===== config.mk =====
export PLATFORM = sky130hd
export DESIGN_NAME = ram_bridge_width_adapter_flat
export DESIGN_NICKNAME = d
export VERILOG_FILES = /design/src/rtl/ram_bridge_width_adapter_if.sv /design/src/rtl/ram_bridge_width_adapter.sv /design/src/flat_wrapper.sv
export SDC_FILE = /design/constraint.sdc
export NUM_CORES = 1
export LEC_CHECK = 0
export BUFFER_PORTS_ARGS = -buffer_cell sky130_fd_sc_hd__buf_2
export CORE_UTILIZATION = 50
export CTS_CLUSTER_SIZE = 40
export DETAILED_ROUTE_END_ITERATION = 10
export PLACE_DENSITY = 0.79
export SYNTH_ARGS = -nofsm -noshare
export SYNTH_HDL_FRONTEND = slang
export SYNTH_SLANG_ARGS = --single-unit

===== constraint.sdc =====
create_clock -name clk_sys -period 6.7 [get_ports clk_sys]
set_input_delay 0.335 -clock clk_sys [delete_from_list [all_inputs] [get_ports clk_sys]]
set_output_delay 0.335 -clock clk_sys [all_outputs]
set_load 0.03 [all_outputs]

===== src/rtl/ram_bridge_width_adapter_if.sv =====
// Bridge-side and RAM-side signal bundle for ram_bridge_width_adapter.
// The adapter uses the slave view; the surrounding bridge/RAM environment uses master.
interface ram_bridge_width_adapter_if #(
  parameter int unsigned RAM_DW = 8,
  parameter int unsigned ADDR_W = 26
) ();
  logic              bigendin;
  logic [31:0]       bridge_addr;
  logic              bridge_rd;
  logic              bridge_wr;
  logic [31:0]       bridge_wr_data;
  logic [31:0]       bridge_rd_data;
  logic              bridge_processing;
  logic              bridge_completed;
  logic              err_overflow;
  logic              err_collision;
  logic              err_clear;
  logic              word_rd;
  logic              word_wr;
  logic [ADDR_W-1:0] word_addr;
  logic [RAM_DW-1:0] word_data;
  logic [RAM_DW-1:0] word_q;
  logic              word_busy;

  modport slave (
    input  bigendin, bridge_addr, bridge_rd, bridge_wr, bridge_wr_data, err_clear,
           word_q, word_busy,
    output bridge_rd_data, bridge_processing, bridge_completed, err_overflow,
           err_collision, word_rd, word_wr, word_addr, word_data
  );

  modport master (
    output bigendin, bridge_addr, bridge_rd, bridge_wr, bridge_wr_data, err_clear,
           word_q, word_busy,
    input  bridge_rd_data, bridge_processing, bridge_completed, err_overflow,
           err_collision, word_rd, word_wr, word_addr, word_data
  );
endinterface


===== src/rtl/ram_bridge_width_adapter.sv =====
// Splits 32-bit bridge read/write requests into 32/RAM_DW narrow RAM beats, with a
// one-entry pending buffer, one completion pulse per transaction and sticky error flags.
module ram_bridge_width_adapter #(
  parameter int unsigned RAM_DW        = 8,
  parameter int unsigned ADDR_W        = 26,
  parameter logic [7:0]  IGNORE_PREFIX = 8'hF8
) (
  input logic                       clk_sys,
  input logic                       reset,
  ram_bridge_width_adapter_if.slave bus
);
  localparam int unsigned N      = 32 / RAM_DW;
  localparam int unsigned BEAT_W = (N > 2) ? 2 : 1;
  localparam int unsigned BYTES  = RAM_DW / 8;

  typedef enum logic [1:0] {S_IDLE, S_ISSUE, S_GAP, S_WAIT} state_t;

  state_t            state_q, state_d;
  logic [BEAT_W-1:0] beat_q, beat_d;
  logic              act_wr_q, act_wr_d;
  logic              act_big_q, act_big_d;
  logic [ADDR_W-1:0] act_addr_q, act_addr_d;
  logic [31:0]       act_wdata_q, act_wdata_d;
  logic [31:0]       rd_buf_q, rd_buf_d;
  logic              pend_vld_q, pend_vld_d;
  logic              pend_wr_q, pend_wr_d;
  logic              pend_big_q, pend_big_d;
  logic [ADDR_W-1:0] pend_addr_q, pend_addr_d;
  logic [31:0]       pend_wdata_q, pend_wdata_d;
  logic [31:0]       rd_data_q, rd_data_d;
  logic              processing_q, processing_d;
  logic              completed_q, completed_d;
  logic              err_ov_q, err_ov_d;
  logic              err_col_q, err_col_d;
  logic              word_rd_q, word_rd_d;
  logic              word_wr_q, word_wr_d;
  logic [ADDR_W-1:0] word_addr_q, word_addr_d;
  logic [RAM_DW-1:0] word_data_q, word_data_d;

  logic              req_v;
  logic [ADDR_W-1:0] req_base;
  logic [BEAT_W-1:0] lane;
  logic              ov_set;

  // Word alignment drops the two low address bits.
  logic unused_addr_bits;
  assign unused_addr_bits = ^bus.bridge_addr[1:0];

  // State and datapath registers.
  always_ff @(posedge clk_sys or posedge reset) begin
    if (reset) begin
      state_q      <= S_IDLE;
      beat_q       <= '0;
      act_wr_q     <= 1'b0;
      act_big_q    <= 1'b0;
      act_addr_q   <= '0;
      act_wdata_q  <= '0;
      rd_buf_q     <= '0;
      pend_vld_q   <= 1'b0;
      pend_wr_q    <= 1'b0;
      pend_big_q   <= 1'b0;
      pend_addr_q  <= '0;
      pend_wdata_q <= '0;
      rd_data_q    <= '0;
      processing_q <= 1'b0;
      completed_q  <= 1'b0;
      err_ov_q     <= 1'b0;
      err_col_q    <= 1'b0;
      word_rd_q    <= 1'b0;
      word_wr_q    <= 1'b0;
      word_addr_q  <= '0;
      word_data_q  <= '0;
    end else begin
      state_q      <= state_d;
      beat_q       <= beat_d;
      act_wr_q     <= act_wr_d;
      act_big_q    <= act_big_d;
      act_addr_q   <= act_addr_d;
      act_wdata_q  <= act_wdata_d;
      rd_buf_q     <= rd_buf_d;
      pend_vld_q   <= pend_vld_d;
      pend_wr_q    <= pend_wr_d;
      pend_big_q   <= pend_big_d;
      pend_addr_q  <= pend_addr_d;
      pend_wdata_q <= pend_wdata_d;
      rd_data_q    <= rd_data_d;
      processing_q <= processing_d;
      completed_q  <= completed_d;
      err_ov_q     <= err_ov_d;
      err_col_q    <= err_col_d;
      word_rd_q    <= word_rd_d;
      word_wr_q    <= word_wr_d;
      word_addr_q  <= word_addr_d;
      word_data_q  <= word_data_d;
    end
  end

  // Next-state, request routing and beat sequencing.
  always_comb begin
    state_d      = state_q;
    beat_d       = beat_q;
    act_wr_d     = act_wr_q;
    act_big_d    = act_big_q;
    act_addr_d   = act_addr_q;
    act_wdata_d  = act_wdata_q;
    rd_buf_d     = rd_buf_q;
    pend_vld_d   = pend_vld_q;
    pend_wr_d    = pend_wr_q;
    pend_big_d   = pend_big_q;
    pend_addr_d  = pend_addr_q;
    pend_wdata_d = pend_wdata_q;
    rd_data_d    = rd_data_q;
    completed_d  = 1'b0;
    word_rd_d    = 1'b0;
    word_wr_d    = 1'b0;
    word_addr_d  = word_addr_q;
    word_data_d  = word_data_q;
    ov_set       = 1'b0;
    req_v        = (bus.bridge_rd | bus.bridge_wr) && (bus.bridge_addr[31:24] != IGNORE_PREFIX);
    req_base     = {bus.bridge_addr[ADDR_W-1:2], 2'b00};
    lane         = act_big_q ? (BEAT_W'(N - 1) - beat_q) : beat_q;

    case (state_q)
      S_IDLE: begin
        if (pend_vld_q) begin
          act_wr_d    = pend_wr_q;
          act_big_d   = pend_big_q;
          act_addr_d  = pend_addr_q;
          act_wdata_d = pend_wdata_q;
          pend_vld_d  = 1'b0;
          beat_d      = '0;
          state_d     = S_ISSUE;
        end else if (req_v) begin
          act_wr_d    = bus.bridge_wr;
          act_big_d   = bus.bigendin;
          act_addr_d  = req_base;
          act_wdata_d = bus.bridge_wr_data;
          beat_d      = '0;
          state_d     = S_ISSUE;
        end
      end
      S_ISSUE: begin
        if (!bus.word_busy) begin
          word_rd_d   = ~act_wr_q;
          word_wr_d   = act_wr_q;
          word_addr_d = act_addr_q + ADDR_W'(beat_q) * ADDR_W'(BYTES);
          for (int unsigned i = 0; i < N; i++) begin
            if (BEAT_W'(i) == lane) word_data_d = act_wdata_q[i*RAM_DW +: RAM_DW];
          end
          state_d = S_GAP;
        end
      end
      S_GAP: state_d = S_WAIT;
      S_WAIT: begin
        if (!bus.word_busy) begin
          if (!act_wr_q) begin
            for (int unsigned i = 0; i < N; i++) begin
              if (BEAT_W'(i) == lane) rd_buf_d[i*RAM_DW +: RAM_DW] = bus.word_q;
            end
          end
          if (beat_q == BEAT_W'(N - 1)) begin
            completed_d = 1'b1;
            if (!act_wr_q) rd_data_d = rd_buf_d;
            state_d = S_IDLE;
          end else begin
            beat_d  = beat_q + BEAT_W'(1);
            state_d = S_ISSUE;
          end
        end
      end
      default: state_d = S_IDLE;
    endcase

    // Any request not taken as the active transaction goes to the pending slot or is dropped.
    if (req_v && !(state_q == S_IDLE && !pend_vld_q)) begin
      if (!pend_vld_d) begin
        pend_vld_d   = 1'b1;
        pend_wr_d    = bus.bridge_wr;
        pend_big_d   = bus.bigendin;
        pend_addr_d  = req_base;
        pend_wdata_d = bus.bridge_wr_data;
      end else begin
        ov_set = 1'b1;
      end
    end

    err_ov_d     = bus.err_clear ? 1'b0 : (err_ov_q | ov_set);
    err_col_d    = bus.err_clear ? 1'b0 : (err_col_q | (bus.bridge_rd & bus.bridge_wr));
    processing_d = (state_d != S_IDLE) || pend_vld_d;
  end

  assign bus.bridge_rd_data    = rd_data_q;
  assign bus.bridge_processing = processing_q;
  assign bus.bridge_completed  = completed_q;
  assign bus.err_overflow      = err_ov_q;
  assign bus.err_collision     = err_col_q;
  assign bus.word_rd           = word_rd_q;
  assign bus.word_wr           = word_wr_q;
  assign bus.word_addr         = word_addr_q;
  assign bus.word_data         = word_data_q;
endmodule


===== src/flat_wrapper.sv =====
// flat-port wrapper written by rule: the top's interface ports become plain ports
module ram_bridge_width_adapter_flat 
#(
  parameter int unsigned RAM_DW        = 8,
  parameter int unsigned ADDR_W        = 26,
  parameter logic [7:0]  IGNORE_PREFIX = 8'hF8
)
  (clk_sys, reset, bus_bigendin, bus_bridge_addr, bus_bridge_rd, bus_bridge_wr, bus_bridge_wr_data, bus_err_clear, bus_word_q, bus_word_busy, bus_bridge_rd_data, bus_bridge_processing, bus_bridge_completed, bus_err_overflow, bus_err_collision, bus_word_rd, bus_word_wr, bus_word_addr, bus_word_data);
  ram_bridge_width_adapter_if #(.RAM_DW(RAM_DW), .ADDR_W(ADDR_W)) bus_i ();
  input logic clk_sys;
  input logic reset;
  input wire logic [$bits(bus_i.bigendin)-1:0] bus_bigendin;
  input wire logic [$bits(bus_i.bridge_addr)-1:0] bus_bridge_addr;
  input wire logic [$bits(bus_i.bridge_rd)-1:0] bus_bridge_rd;
  input wire logic [$bits(bus_i.bridge_wr)-1:0] bus_bridge_wr;
  input wire logic [$bits(bus_i.bridge_wr_data)-1:0] bus_bridge_wr_data;
  input wire logic [$bits(bus_i.err_clear)-1:0] bus_err_clear;
  input wire logic [$bits(bus_i.word_q)-1:0] bus_word_q;
  input wire logic [$bits(bus_i.word_busy)-1:0] bus_word_busy;
  output wire logic [$bits(bus_i.bridge_rd_data)-1:0] bus_bridge_rd_data;
  output wire logic [$bits(bus_i.bridge_processing)-1:0] bus_bridge_processing;
  output wire logic [$bits(bus_i.bridge_completed)-1:0] bus_bridge_completed;
  output wire logic [$bits(bus_i.err_overflow)-1:0] bus_err_overflow;
  output wire logic [$bits(bus_i.err_collision)-1:0] bus_err_collision;
  output wire logic [$bits(bus_i.word_rd)-1:0] bus_word_rd;
  output wire logic [$bits(bus_i.word_wr)-1:0] bus_word_wr;
  output wire logic [$bits(bus_i.word_addr)-1:0] bus_word_addr;
  output wire logic [$bits(bus_i.word_data)-1:0] bus_word_data;
  assign bus_i.bigendin = bus_bigendin;
  assign bus_i.bridge_addr = bus_bridge_addr;
  assign bus_i.bridge_rd = bus_bridge_rd;
  assign bus_i.bridge_wr = bus_bridge_wr;
  assign bus_i.bridge_wr_data = bus_bridge_wr_data;
  assign bus_i.err_clear = bus_err_clear;
  assign bus_i.word_q = bus_word_q;
  assign bus_i.word_busy = bus_word_busy;
  assign bus_bridge_rd_data = bus_i.bridge_rd_data;
  assign bus_bridge_processing = bus_i.bridge_processing;
  assign bus_bridge_completed = bus_i.bridge_completed;
  assign bus_err_overflow = bus_i.err_overflow;
  assign bus_err_collision = bus_i.err_collision;
  assign bus_word_rd = bus_i.word_rd;
  assign bus_word_wr = bus_i.word_wr;
  assign bus_word_addr = bus_i.word_addr;
  assign bus_word_data = bus_i.word_data;
  ram_bridge_width_adapter #(.RAM_DW(RAM_DW), .ADDR_W(ADDR_W), .IGNORE_PREFIX(IGNORE_PREFIX)) u_core (.clk_sys(clk_sys), .reset(reset), .bus(bus_i));
endmodule

==> reports/results.txt, run 1 <==
Slew HR: 0.294
Sink Count: 225
Post-synthesis xor/xnor area fraction: 0.000886
GPL Wtd Cong: 0.717
Vias in the first global route: 6,109
Largest family of logic cells by synthesized area: multiplexers
Post-synth cell types: 41
P&R area growth vs syn: 18.4%
Crit Path Class: flip-flop to flip-flop
Critical path's slowest cell: dfrtp_1
Seq/Total Area, Yosys: 0.570
Cell area after synthesis: 9890 sq um
Largest stage delay, worst path: 0.73 ns
Post-synth net total: 790
Detailed-placement wirelength estimate: 12.2 mm
Layout Skew: 0.0105 ns
Hold Crit Class: primary input to asynchronous set/reset pin
Largest net degree at the start of global routing: 153
ANT nets after route: 0
Drt pass-1 iters: 4
RSZ-0062 raised after global routing: false
Max Clock Freq: 351 MHz
Synth area leader: dfrtp_1
Crit path DAT: 3.24 ns
Max IR drop VDD: 0.000242 V
CP top delay family: simple AND/OR/NAND/NOR gates
Final Core Density: 0.603
Worst-margin pin slew: 1.06 ns
Post-synthesis adder-cell area fraction: 0.00228
DR vias: 6,028
Max clock buf depth: 3
Top post-synthesis cells by area: dfrtp_1 57%, mux2_2 23%, mux4_2 3.6%, nand2_1 3.4%, mux2_4 3.0%
CP required: 7.09 ns
Die Y: 143 microns
Crit-path max FO: 21
Core Area: 19,400 sq um
EDFF count, synth: 0
Post-synth ARST share: 1.00
Post-synthesis cell count: 710
Routed vias/inst: 5.32
Post-Synth Simple-Gate Area: 0.0585
Clk pin slew, worst setup/hold paths: 0.06 ns
Syn avg cell area: 13.9 sq um
WL/cell: 17.5 microns
Post-CTS Resized: 0
Setup TNS: 0 ns
Site Rows: 51
First-pass GRT wire length: 31.8 mm
Residual DRC: 0
Post-synthesis compound-gate area fraction: 0.0234
Htree depth: 1
CTS root buffer: clkbuf_16
Ports: 151
Final Setup Violations: 0
Hold Vio Cnt, Final: 0
Min Tclk post-route: 2.85 ns
CP cell instances: or3_1, a21oi_4, nor2b_1, mux2_2
Buffers on Ports: 148
Proportion of layout cells with a drive suffix above 1: 0.518
Cts bufs inserted: 24
Final max-slew violation count: 0
Top FF cell, synth: dfrtp_1
Grt total ovfl: 0
Seq cells post-synth: 225
Critical Path Sink Type: flip-flop
Antenna violations before repair: 3
P_leak: 0.00549 uW
Initial Util: 0.510
Hold buffer count at cts: 1
Clock latency on the worst-skew pair: 0.51 ns
TritonCTS clock tree: yes
Post-synthesis mux area share: 0.321
CP startpoint kind: flip-flop
Die ar.: 20,300 sq um
Status: finished clean
Setup Fix Bufs, Post-CTS: 0
Global Route Usage Sum: 0.199
Post-Route WL: 19.9 mm
Power density over the cells: 509 nW/um^2
Tcrit/Tclk final: 0.425
Initial DRC count: 302
Synth top area share: 0.570
Buf/Inv on CP: 0
Yosys Warn Count: 0
Max Cap Viol: 0
Die W: 143 microns
Nets@finish: 928
-- metal layers --
metal | track usage | up-vias | routed length [microns]
li1 | - | 2779 | -
met1 | 0.274 | 3080 | 9010
met2 | 0.320 | 143 | 9470
met3 | 0.0382 | 26 | 1060
met4 | 0.0628 | 0 | 350
met5 | 0 | - | 0
-- power breakdown --
group	internal (uW)	switching (uW)	leakage [uW]
clock	916	539	0.000434
combinational	1150	1030	0.00227
sequential	1960	361	0.00278
-- metrics by stage --
stage / power, uW / setup slack [ns] / std cells / hold slack [ns] / cell area (sq um)
6_report: 5960 / 3.85 / 1134 / 0.0237 / 11700
5_1_grt: 6300 / 3.65 / 1133 / 0.0568 / 11700
4_1_cts: 6010 / 3.83 / 1131 / 0.0550 / 11700
3_5_place_dp: 4540 / 3.84 / 1086 / 0.448 / 10800
3_3_place_gp: 4450 / 3.86 / 1086 / 0.442 / 10800
2_1_floorplan: 4060 / 0.202 / 710 / 0.401 / 9890
-- logic make-up after synthesis --
family,after synthesis
AOI/OAI and AO/OA,39
xor gates and xnor gates,1
adders and majority gates,2
buffers and inverters,46
DFF,225
muxes,262
and+or+nand+nor,135
-- placed cells by master, fill, tap and decap left out, types with 2 or more instances in the layout --
master      instances
or2_2               2
clkbuf_1            2
o21ai_0            12
clkinv_2            6
mux2_2            202
mux2i_1            24
diode_2             3
clkbuf_8            4
a21oi_1            20
bufinv_16           5
buf_4               7
buf_2             148
a21oi_4             2
clkbuf_16          25
nand3b_1            2
nor2b_1             2
dfrtp_1           224
or3_1               2
nor2_1             23
mux2_4             20
mux4_2             16
clkinvlp_4          2
nor3_2              3
nand2_1            90
-- area by class of cell --
type                    instances  area, sq um
fillers                      1560         7700
clock inverters                13          195
multi-input cells             439         4030
repair buffers                156          803
inverters                       2         15.0
flip-flops and latches        225         5630
clock buffers                  31          688
well taps                     265          332
diodes                          3         7.51
-- final timing paths --
check,start,to,slack [ns],cells after the start
setup / recovery,u_core.beat_q[0],u_core.rd_buf_q[2],3.85,4
hold reg to reg,u_core.act_addr_q[25],u_core.bus.word_addr[25],0.46,2
hold / removal,reset,u_core.pend_addr_q[21],0.02,2
setup reg to reg,u_core.beat_q[0],u_core.rd_buf_q[2],3.85,4
max in group asynchronous,reset,u_core.pend_vld_q,4.99,3
min in group clk_sys,bus_bridge_wr_data[16],u_core.pend_wdata_q[16],0.07,2
-- registers in the layout, indices dropped and copies added (netlist names), 2 cells and up --
signal / cells
u_core.bus.word_addr: 26
u_core.bus.word_data: 8
u_core.pend_wdata_q: 32
u_core.act_addr_q: 24
u_core.act_wdata_q: 32
u_core.rd_buf_q: 32
u_core.pend_addr_q: 24
u_core.beat_q: 2
u_core.state_q: 2
u_core.bus.bridge_rd_data: 32
-- Yosys cell counts, types with 2 or more instances --
master    count
a21oi_1      20
a21oi_4       2
and2_1        2
buf_12        2
buf_2        17
clkbuf_1     21
dfrtp_1     225
inv_1         2
mux2_2      202
mux2_4       20
mux2i_1      24
mux4_2       16
nand2_1      90
nand3b_1      2
nor2_1       24
nor2b_1       2
nor3_2        2
o21ai_0      12
or2_2         2
or3_1         2
Power figures use the tool's default switching activity.
==> run 2: changes to the inputs <==
Settings changed: PLACE_DENSITY 0.79 to 0.77.
Clock period 6.7 ns to 2.9 ns, I/O delays scaled along.
==> reports/results.txt, run 2 (synthesized netlist as in run 1, its figures left out) <==
Max IR drop VDD: 0.000618 V (+160%)
First-pass GRT wire length: 34.6 mm (+8.9%)
Critical Path Sink Type: flip-flop
Setup TNS: 0 ns (unchanged)
Hold Vio Cnt, Final: 0 (unchanged)
Hold buffer count at cts: 70 (+69)
Final Setup Violations: 0 (unchanged)
Site Rows: 51 (unchanged)
GPL Wtd Cong: 0.729 (+1.6%)
Routed vias/inst: 5.26 (-1.1%)
CTS root buffer: clkbuf_16
Reg-to-reg critical path endpoint: u_core.rd_buf_q[17]
Die W: 143 microns (unchanged)
Setup Fix Bufs, Post-CTS: 0 (unchanged)
Initial DRC count: 276 (-8.6%)
Slew HR: 0.379 (+0.0852)
Vias in the first global route: 6,766 (+11%)
Min Tclk post-route: 2.30 ns
Worst-margin pin slew: 0.929 ns (-0.130 ns)
Critical path's slowest cell: dlygate4sd3_1
Worst Hold Endpoint: u_core.bus.bridge_processing
Core Area: 19,400 sq um (unchanged)
GR peak layer: met2
Max Clock Freq: 434 MHz
Clk pin slew, worst setup/hold paths: 0.06 ns (about the same)
Die Y: 143 microns (unchanged)
TritonCTS clock tree: yes
ANT nets after route: 0 (unchanged)
P_leak: 0.00585 uW (+6.5%)
Layout Skew: 0.00649 ns (-0.00399 ns)
CP startpoint kind: primary input
Tcrit/Tclk final: 0.794
Detailed-placement wirelength estimate: 12.8 mm (+4.7%)
Hold Crit Class: primary input to flip-flop
Status: finished clean
Initial Util: 0.510 (unchanged)
Residual DRC: 0 (unchanged)
Max clock buf depth: 3 (unchanged)
Inserted Diodes: 0 (-3)
Proportion of layout cells with a drive suffix above 1: 0.487 (-0.0311)
Antenna violations before repair: 0 (-3)
Post-Route WL: 21.4 mm (+7.8%)
Global Route Usage Sum: 0.217 (+0.0182)
Final Core Density: 0.645 (+0.0416)
Largest net degree at the start of global routing: 51 (-67%)
CP cell instances: dlygate4sd3_1, buf_2, or4b_1, o22a_2, o21a_2, buf_12, mux2_2
Crit path DAT: 2.69 ns (-0.55 ns)
Sink Count: 225 (unchanged)
Met2 usage: 0.370 (+0.0506)
Grt total ovfl: 0 (unchanged)
Max Cap Viol: 0 (unchanged)
Die ar.: 20,300 sq um (unchanged)
Htree depth: 1 (unchanged)
Post-CTS Resized: 0 (unchanged)
Buffers on Ports: 148 (unchanged)
Most common cell after layout, fill and taps aside: dfrtp_1
Placed cell area: 11,000 sq um (+1.5%)
Crit Path Class: primary input to flip-flop
Nets@finish: 1,012 (+9.1%)
Setup slack after layout: 0.596 ns (-3.26 ns)
R2r setup slk: 0.69 ns (-3.16 ns)
GRT met1 Usage: 0.283 (+0.00902)
Worst reg2reg path depth: 5 (+1)
RSZ-0062 raised after global routing: false
DR vias: 6,387 (+6.0%)
Power density over the cells: 1110 nW/um^2 (+120%)
M3 GR Usage: 0.0402 (+0.00201)
Worst Hold Launch: bus_bridge_rd
Cts bufs inserted: 25 (+4.2%)
Ports: 151 (unchanged)
Fin area: 12,500 sq um (+6.9%)
Worst Hold Path Cells: 4
Drt pass-1 iters: 4 (unchanged)
Most frequent cells in the layout: 224 x dfrtp_1, 202 x mux2_2, 148 x buf_2, 90 x nand2_1, 70 x dlygate4sd3_1
P&R area growth vs syn: 26.5%
CP required: 3.28 ns (-3.81 ns)
R2R Path Start: u_core.beat_q[0]
Clock latency on the worst-skew pair: 0.50 ns (about the same)
Crit-path max FO: 33 (+57%)
Final max-slew violation count: 0 (unchanged)
Largest stage delay, worst path: 0.53 ns (-0.20 ns)
Pre-CTS setup slack: 0.641 ns (-3.20 ns)
WL/cell: 17.7 microns (+0.65%)
run 2: cell count changes in the layout (fill, tap and decap cells not counted), sizes merged:
cell / before / now
dlygate4sd3: 1 / 70
buf: 155 / 169
clkbuf: 31 / 36
bufinv: 5 / 2
diode: 3 / 0
inv: 2 / 1
run 2: through the flow:
stage / hold slack (ns) / instances / total power [uW]
6_report: 0.120 / 1215 / 13800
5_1_grt: 0.145 / 1215 / 14700
4_1_cts: 0.0762 / 1215 / 13900
3_5_place_dp: 0.321 / 1100 / 10600
3_3_place_gp: 0.318 / 1100 / 10400
2_1_floorplan: 0.211 / 710 / 9380
run 2: power by group:
part / leakage (uW) / internal, uW / switching (uW)
Clock: 0.000421 / 1960 / 1230
Sequential: 0.00278 / 4540 / 842
Combinational: 0.00264 / 2800 / 2470
Total: 0.00585 / 9300 / 4540
run 2: how the worst max path moves through the flow:
stage / cells after the start / to / startpoint / slack, ns
3_5_place_dp: 6 / u_core.act_wdata_q[30] / bus_bridge_addr[24] / 0.64
6_report: 7 / u_core.act_wdata_q[17] / bus_bridge_addr[24] / 0.60
5_1_grt: 5 / u_core.rd_buf_q[17] / u_core.beat_q[0] / 0.53
4_1_cts: 7 / u_core.act_wdata_q[30] / bus_bridge_addr[24] / 0.61
2_1_floorplan: 1 / u_core.act_addr_q[10] / reset / -0.18
3_3_place_gp: 6 / u_core.act_wdata_q[10] / bus_bridge_addr[24] / 0.65
run 2: final cells by class:
type,count,area (sq um)
fillers,1447,6890
well taps,265,332
repair buffers,239,1660
flip-flops and latches,225,5630
multi-input cells,439,4030
inverters,2,11.3
clock buffers,36,747
clock inverters,9,97.6
run 2: critical path, delay by kind of cell:
family / cells / cell delay, ns
AND/OR/NAND/NOR: 1 / 0.52
buffers and inverters: 3 / 0.96
AO/OA/AOI/OAI: 2 / 0.73
multiplexers: 1 / 0.30
run 2: layer usage:
| metal | routed length (microns) | part of all wire |
|---|---|---|
| met1 | 9430 | 0.44 |
| met2 | 10600 | 0.49 |
| met3 | 921 | 0.043 |
| met4 | 520 | 0.024 |
| met5 | 0 | 0 |
